## src/rtl/turn_pkg.sv

```systemverilog
// Shared definitions for the turn-signal sequencer: state width, state codes
// and small request-decoding helpers. Also consumed by the output-logic decoder.
`timescale 1ns/1ps

package turn_pkg;

    localparam int STATE_W = 3;

    // Codes 5..7 are unused and must be steered back to IDLE.
    typedef enum logic [STATE_W-1:0] {
        IDLE = 3'd0,
        S1   = 3'd1,
        S2   = 3'd2,
        S3   = 3'd3,
        HAZ  = 3'd4
    } state_e;

    // Exactly one of left/right requested.
    function automatic logic is_single_req(input logic [1:0] req);
        return req[0] ^ req[1];
    endfunction

    // Both left and right requested at once.
    function automatic logic is_hazard_req(input logic [1:0] req);
        return &req;
    endfunction

endpackage

```

## src/rtl/tick_gen.sv

```systemverilog
// Step-rate generator: free-running counter 0..TICK_DIV-1 and a registered
// one-cycle pulse that is high exactly while the counter holds TICK_DIV-1.
`timescale 1ns/1ps

module tick_gen #(
    parameter int TICK_DIV = 25000000
) (
    input  logic clk,
    input  logic Rn,
    output logic tick
);

    localparam int              CNT_W    = (TICK_DIV > 1) ? $clog2(TICK_DIV) : 1;
    localparam logic [CNT_W-1:0] LAST     = CNT_W'(TICK_DIV - 1);
    localparam logic [CNT_W-1:0] PRE_LAST = CNT_W'(TICK_DIV - 2);

    logic [CNT_W-1:0] r_cnt;
    logic             r_tick;

    // Free-running divider counter, wraps to 0 after LAST.
    always_ff @(posedge clk or negedge Rn) begin
        if (!Rn) begin
            r_cnt <= '0;
        end else if (r_cnt == LAST) begin
            r_cnt <= '0;
        end else begin
            r_cnt <= r_cnt + CNT_W'(1);
        end
    end

    // Pulse is set on the same edge the counter moves to LAST, so it is a
    // flop output yet still coincides exactly with the LAST count.
    always_ff @(posedge clk or negedge Rn) begin
        if (!Rn) begin
            r_tick <= 1'b0;
        end else begin
            r_tick <= (r_cnt == PRE_LAST);
        end
    end

    assign tick = r_tick;

endmodule

```

## src/rtl/turn_seq_fsm.sv

```systemverilog
// Turn-signal sequencer: synchronizes the left/right switches, then on each
// step pulse walks IDLE -> S1 -> S2 -> S3 -> IDLE for a single request,
// latching the direction only when a sequence starts from IDLE.
// Optional macro TURN_HAZARD_EN: both requests together enter HAZ, which
// returns to IDLE on the following step (blink while held). Without it,
// both requests act as no request and the HAZ logic is not built.
`timescale 1ns/1ps

module turn_seq_fsm
    import turn_pkg::*;
#(
    parameter int TICK_DIV = 25000000
) (
    input  logic               clk,
    input  logic               Rn,
    input  logic [1:0]         SW,
    output logic [STATE_W-1:0] CurrentState,
    output logic               turn_side,
    output logic               step_tick
);

    logic [1:0] r_sw_meta;
    logic [1:0] r_sw_sync;
    state_e     r_state;
    state_e     w_state_next;
    logic       r_side;
    logic       w_side_next;
    logic       w_tick;

    tick_gen #(
        .TICK_DIV (TICK_DIV)
    ) u_tick_gen (
        .clk  (clk),
        .Rn   (Rn),
        .tick (w_tick)
    );

    // Two-flop synchronizer for the asynchronous switch inputs.
    // NOTE: clocked blocks use non-blocking (<=) so every flop samples the
    // pre-edge value of its source; blocking here would collapse the two
    // synchronizer stages into one.
    always_ff @(posedge clk or negedge Rn) begin
        if (!Rn) begin
            r_sw_meta <= 2'b00;
            r_sw_sync <= 2'b00;
        end else begin
            r_sw_meta <= SW;
            r_sw_sync <= r_sw_meta;
        end
    end

    // State and latched direction update only on a step edge.
    always_ff @(posedge clk or negedge Rn) begin
        if (!Rn) begin
            r_state <= IDLE;
            r_side  <= 1'b0;
        end else if (w_tick) begin
            r_state <= w_state_next;
            r_side  <= w_side_next;
        end
    end

    // Next-state and next-direction decode from the synchronized requests.
    always_comb begin
        // NOTE: every output of this block gets a default first, so no
        // branch can leave one unassigned and infer a latch.
        w_state_next = r_state;
        w_side_next  = r_side;

        case (r_state)
            IDLE: begin
                if (is_single_req(r_sw_sync)) begin
                    w_state_next = S1;
                    w_side_next  = r_sw_sync[1];
                end else begin
                    w_state_next = IDLE;
                end
            end
            S1:      w_state_next = S2;
            S2:      w_state_next = S3;
            S3:      w_state_next = IDLE;
`ifdef TURN_HAZARD_EN
            HAZ:     w_state_next = IDLE;
`endif
            default: w_state_next = IDLE;
        endcase

`ifdef TURN_HAZARD_EN
        // Hazard overrides any single-request move from a valid sequence
        // state; direction is left untouched.
        if (is_hazard_req(r_sw_sync) &&
            (r_state == IDLE || r_state == S1 || r_state == S2 || r_state == S3)) begin
            w_state_next = HAZ;
            w_side_next  = r_side;
        end
`endif
    end

    assign CurrentState = r_state;
    assign turn_side    = r_side;
    assign step_tick    = w_tick;

endmodule

```

## config.mk

```make
export PLATFORM = sky130hd
export DESIGN_NAME = turn_seq_fsm
export DESIGN_NICKNAME = d
export VERILOG_FILES = /design/src/rtl/turn_pkg.sv /design/src/rtl/tick_gen.sv /design/src/rtl/turn_seq_fsm.sv
export SDC_FILE = /design/constraint.sdc
export NUM_CORES = 1
export LEC_CHECK = 0
export CAP_MARGIN = 20
export CORE_MARGIN = 10
export CORE_UTILIZATION = 45
export DETAILED_ROUTE_END_ITERATION = 7
export PLACE_DENSITY_LB_ADDON = 0.05
export SYNTH_ARGS = -nofsm -noshare
export SYNTH_HDL_FRONTEND = slang
export SYNTH_SLANG_ARGS = --single-unit
```

## constraint.sdc

```tcl
create_clock -name clk -period 1.6 [get_ports clk]
set_input_delay 0.48 -clock clk [delete_from_list [all_inputs] [get_ports clk]]
set_output_delay 0.48 -clock clk [all_outputs]
set_load 0.02 [all_outputs]
```

---- Word level (Yosys, flattened, before mapping) ----
Index checks and enable logic that the tools add are counted.
storage, ports and cells
  word-level logic and storage cells ...... 17
  output and inout port bits .............. 5
  bits in registers ....................... 34
  input port bits ......................... 4
cells by class
  multiplexer cells ....................... 3
  add/sub/neg operators ................... 1
  reductions and logical operators ........ 2
  equal/unequal tests ..................... 4
  bitwise logic cells ..................... 1
operators with widths
  kind                                           number
  == test 25 bit, second input constant          2
  adder 25 x 1 -> 25 bit, second input constant  1
  2-to-1 mux 25 bit                              1
  case mux 3 bit (3 select lines)                1
  == test 3 x 1 -> 1 bit, second input constant  1
  == test 3 x 2 -> 1 bit, second input constant  1
  zero test 3 bit                                1
  AND reduction 3 bit                            1
  2-to-1 mux 1 bit                               1
  XOR 1 bit                                      1

---- Longest topological paths before layout ----
  depth after elaboration ................. 3
  gate-level depth with buffers ........... 5
  gate-level depth less buffers ........... 5

---- Cells and area by module ----
From an unflattened synthesis, not the netlist that was laid out.
second synthesis, totals
  cell total of the unflattened synthesis .. 150
  area total of the unflattened synthesis .. 1566.5 um^2
by module, submodules not included
  module        cells an instance  area each (um^2)  instances
  tick_gen      127                1300.0            1
  turn_seq_fsm  23                 266.5             1

---- Worst setup path after synthesis ----
Ideal clock, no wire load.
  path kind ............................... register -> register
  start ................................... register u_tick_gen.r_cnt[0]
  end ..................................... register u_tick_gen.r_cnt[11]
  setup slack ............................. 0.070 ns
  arrival ................................. 1.408 ns
  buffers on the path ..................... 1
  data required time ...................... 1.478 ns
  stages on the path, launching flop included .. 6
  setup time .............................. 0.122 ns
  cell sequence ........................... dfrtp_1 -> ha_1 -> nand3_1 -> nor4_2 -> buf_2 -> nor2_1
between the ends
  word-level cells in the longest chain between the ends .. 2
  elaborated cells on any way between the ends .. 3
  those cells by class .................... add/sub: 1; eq/ne: 1; mux: 1
RTL lines
  element                                                   line                            text
  start, declared                                           tick_gen.sv:17                  logic [CNT_W-1:0] r_cnt;
  start signal, assigned                                    tick_gen.sv:27                  r_cnt <= r_cnt + CNT_W'(1);
  adder 25 x 1 -> 25 bit or == test 25 bit (tied branches)  tick_gen.sv:27, tick_gen.sv:24
  2-to-1 mux 25 bit (*)                                     tick_gen.sv:24                  end else if (r_cnt == LAST) begin
Mark *: on every way between the ends. The rest lies on a longest branch, timed or not.
A chain may end at the register's enable or synchronous reset.

---- Worst setup path in the final report ----
  start ................................... register u_tick_gen.r_cnt[15]
  end ..................................... register u_tick_gen.r_cnt[19]
The elaborated chain is that of the path after synthesis.

==> metrics list <==
* Run status: finished clean
* Seq/Total Area, Yosys: 49.5%
- Area fraction of the dominant cell type after synthesis: 49.5%
- The first global-routing pass estimated 6180 um of wire.
- For this run, design rule violations remaining after detail routing come to 0.
- Max-slew violation total from the final report: 0
- Area grow syn2layout: 30.8%
- CP endpoint kind: flip-flop
- Routability-driven placement finished with a final weighted congestion of 0.791.
- Starting density of the core: 45.9%
- The number of failing hold endpoints at the final stage is 0.
- Worst Setup Start Kind: flip-flop
- Counting flops with a built-in enable in the synthesized netlist gives 0.
- Synthesis produced 160 cells.
- Placed cell area: 0.00194 sq mm
- Static leakage: 1.02 nW
- STA puts the critical path data required time at 1.81 ns.
- The first routing iteration left 99 violations.
- For the worst flop-to-flop path, the logic depth is 5.
* Final setup violation count: 0
* GRT Resource Usage Total: 12.2%
* Number of buffers on the longest clock path: 2
- Hold path endpoint: r_sw_sync[0]$_DFF_PN0_
- The die is 80.9 um wide.
* FF+latch count, synth: 33
- Number of antenna violations at the first check in global routing: 0
- Buffer type at the clock tree root: clkbuf_8
- The core region is 0.00363 sq mm.
- Dividing the detail-routed wire length by the instance count gives 15.3 um.
- Number of inserted diodes: 0
- Clock latency on the worst-skew pair: 0.28 ns
- Final wirelength: 3800 um
- Counting every net in the synthesized netlist gives 167.
* Worst vdd rail ir drop: 0.487 mV
- The tree built by TritonCTS fans out to 33 sinks.
- Yosys instantiated no cell more often than dfrtp_1.
- The worst register-to-register path ends at u_tick_gen.r_cnt[19]$_DFF_PN0_.
- After routing, the total negative slack on setup checks comes to 0 ns.
- Entering global routing, the biggest net connects 34 pins.
* Max cap viols: 0
* Clock tree from TritonCTS: done
* Async set-or-reset flop fraction in the synthesized netlist: 100%
* Placement Setup Slack: -0.0626 ns
* Warnings from Yosys: 0
* Final min period: 1.57 ns
- The startpoint identified for the worst register-to-register timing path is u_tick_gen.r_cnt[15]$_DFF_PN0_.
* Top cells by area in the synthesized netlist: dfrtp_1 (50%), xor2_1 (4.2%), xnor2_1 (3.2%), nand4_1 (3.0%), o21ai_0 (3.0%)
* Cell area after technology mapping: 0.00167 sq mm
- Yosys cell types: 40
* Layout cell share with drive strength beyond 1: 29.5%
- The final layout contains 206 nets.
* Number of primary I/O pins: 9
* Number of vias after detailed routing: 1363
- Prevailing post-synth register cell: dfrtp_1
- Setup slack closes at 0.0343 ns.
- Mean instance size in the synthesized netlist: 10.4 sq um
* Setup slack on the worst flop-to-flop path: 0.03 ns
- For the worst setup path, the data arrival time is 1.78 ns.
* Ratio of routed vias to standard cells: 5.50
- Launch point of the worst hold path: r_sw_meta[0]$_DFF_PN0_
- dfrtp_1 takes more of the synthesized area than any other cell.
* Number of nets with antenna violations after routing: 0
* Worst hold margin: 0.351 ns
* Fin util: 60.1%
* Maximum fanout along the worst path: 5
* Final critical-path share of the clock period: 97.9%
- Highest attainable clock frequency: 0.639 GHz
- Power Dens Cells: 773 mW/mm^2
- Critical path type: flip-flop to flip-flop
- Half-perimeter wire length after detailed placement: 2630 um
- Measured along the y axis, the die boundary spans 80.9 um.
* Count of fill cells added during filler insertion: 306
- For this run the aggregate overflow at the end of global routing stands at 0.
- Counting instances, the worst hold path has a depth of 0.
- The die covers 0.00654 sq mm.
- Buffers placed on the I/O ports in this run total 7.
- The commonest cells after synthesis are dfrtp_1 (33), nand2_1 (10), nor2_1 (10), o21ai_0 (10).
- Count of standard-cell rows: 22
* Number of global-route vias before repair: 1329
- Unrepaired setup endpoints after global routing: yes
- H-tree Lvls: 2
- Clock-pin slew was measured on the worst setup and hold paths at 0.07 ns.
* Path category of the worst min-delay check: flip-flop to flip-flop
- After routing the design area is 0.00218 sq mm.
- Buffers inserted during clock tree synthesis total 5.
* Worst Clk Skew: 0.00365 ns
- The number of hold buffers added after CTS was 0.
* 1st-pass router iterations: 4
## per-stage QoR
step / instances / power [mW]
floorplan: 160 / 0.864
CTS: 241 / 1.71
global placement: 232 / 0.891
finish: 248 / 1.69
detailed placement: 232 / 0.893
global route: 248 / 1.75
## worst max-delay path, stage by stage (launching register included)
cell,delay (ns)
dfrtp_1,0.43
buf_4,0.15
and3_1,0.26
nand2_1,0.10
or4_4,0.42
a21oi_2,0.14
## cell type report
class                           instances  area (sq um)  area share [%]
Multi-Input combinational cell        118           865            39.6
Tap cell                               48          60.1            2.75
Clock buffer                            6          82.6            3.78
Inverter                                6          22.5            1.03
Sequential cell                        33           827            37.9
Timing Repair Buffer                   35           288            13.2
Clock inverter                          2          37.5            1.72
## routing by layer
| layer | global-route usage, % | up-vias | wire length [um] |
|---|---|---|---|
| li1 | - | 675 | - |
| met1 | 14.7 | 658 | 1740 |
| met2 | 19.7 | 24 | 1830 |
| met3 | 3.64 | 6 | 165 |
| met4 | 5.19 | 0 | 63 |
| met5 | 0 | - | 0 |
## registers in the layout (all words and copies together), names as in the netlist
register	cells
CurrentState	2
turn_side	1
r_sw_sync	2
r_sw_meta	2
u_tick_gen.tick	1
u_tick_gen.r_cnt	25
## cells by family (layout without fill, tap and decap cells)
logic type / Yosys count / in the layout / share of synthesized area [%]
AOI/OAI and AO/OA: 26 / 26 / 9.45
buffers and inverters: 10 / 49 / 3.08
and+or+nand+nor: 73 / 74 / 28.1
DFF: 33 / 33 / 49.5
other: 1 / 1 / 0.225
adders and majority gates: 3 / 3 / 2.25
xor gates and xnor gates: 14 / 14 / 7.35
## power breakdown
part / leakage [nW] / internal [mW] / switching [mW]
Clock: 0.0574 / 0.506 / 0.305
Sequential: 0.436 / 0.839 / 0.00266
Combinational: 0.525 / 0.0128 / 0.0210
## repair_timing
item	4_1_cts	5_1_grt
setup buffers	1	6
endpoints found under the setup margin	17	12
resized for setup	10	10
gates cloned	0	1
pin swaps	2	2
## placed cells by master, fill, tap and decap left out, drive strengths merged, types with 2 or more instances in the layout
cell           instances
a21oi                  8
a31oi                  2
a41oi                  2
and2                   5
and3                   7
and4                   7
buf                   28
clkbuf                 6
clkdlybuf4s50          3
dfrtp                 33
dlygate4sd2            4
ha                     3
inv                    6
nand2                 10
nand3                  8
nand4                 11
nor2                  10
nor4                   4
nor4b                  2
o21ai                 10
o31ai                  2
or3                    5
xnor2                  6
xor2                   8
## worst max-delay path by stage
stage | start | to | slack [ns] | cells past startpoint
after floorplan | u_tick_gen.r_cnt[0]$_DFF_PN0_ | u_tick_gen.r_cnt[11]$_DFF_PN0_ | 0.07 | 5
after global placement | u_tick_gen.r_cnt[15]$_DFF_PN0_ | u_tick_gen.tick$_DFF_PN0_ | 0.007 | 5
after detailed placement | u_tick_gen.r_cnt[1]$_DFF_PN0_ | u_tick_gen.r_cnt[22]$_DFF_PN0_ | -0.06 | 5
after CTS | u_tick_gen.r_cnt[3]$_DFF_PN0_ | u_tick_gen.r_cnt[19]$_DFF_PN0_ | 0.02 | 4
after global routing | u_tick_gen.r_cnt[1]$_DFF_PN0_ | u_tick_gen.r_cnt[20]$_DFF_PN0_ | -0.04 | 5
final | u_tick_gen.r_cnt[15]$_DFF_PN0_ | u_tick_gen.r_cnt[19]$_DFF_PN0_ | 0.03 | 5
(Power assumes the default switching activity.)
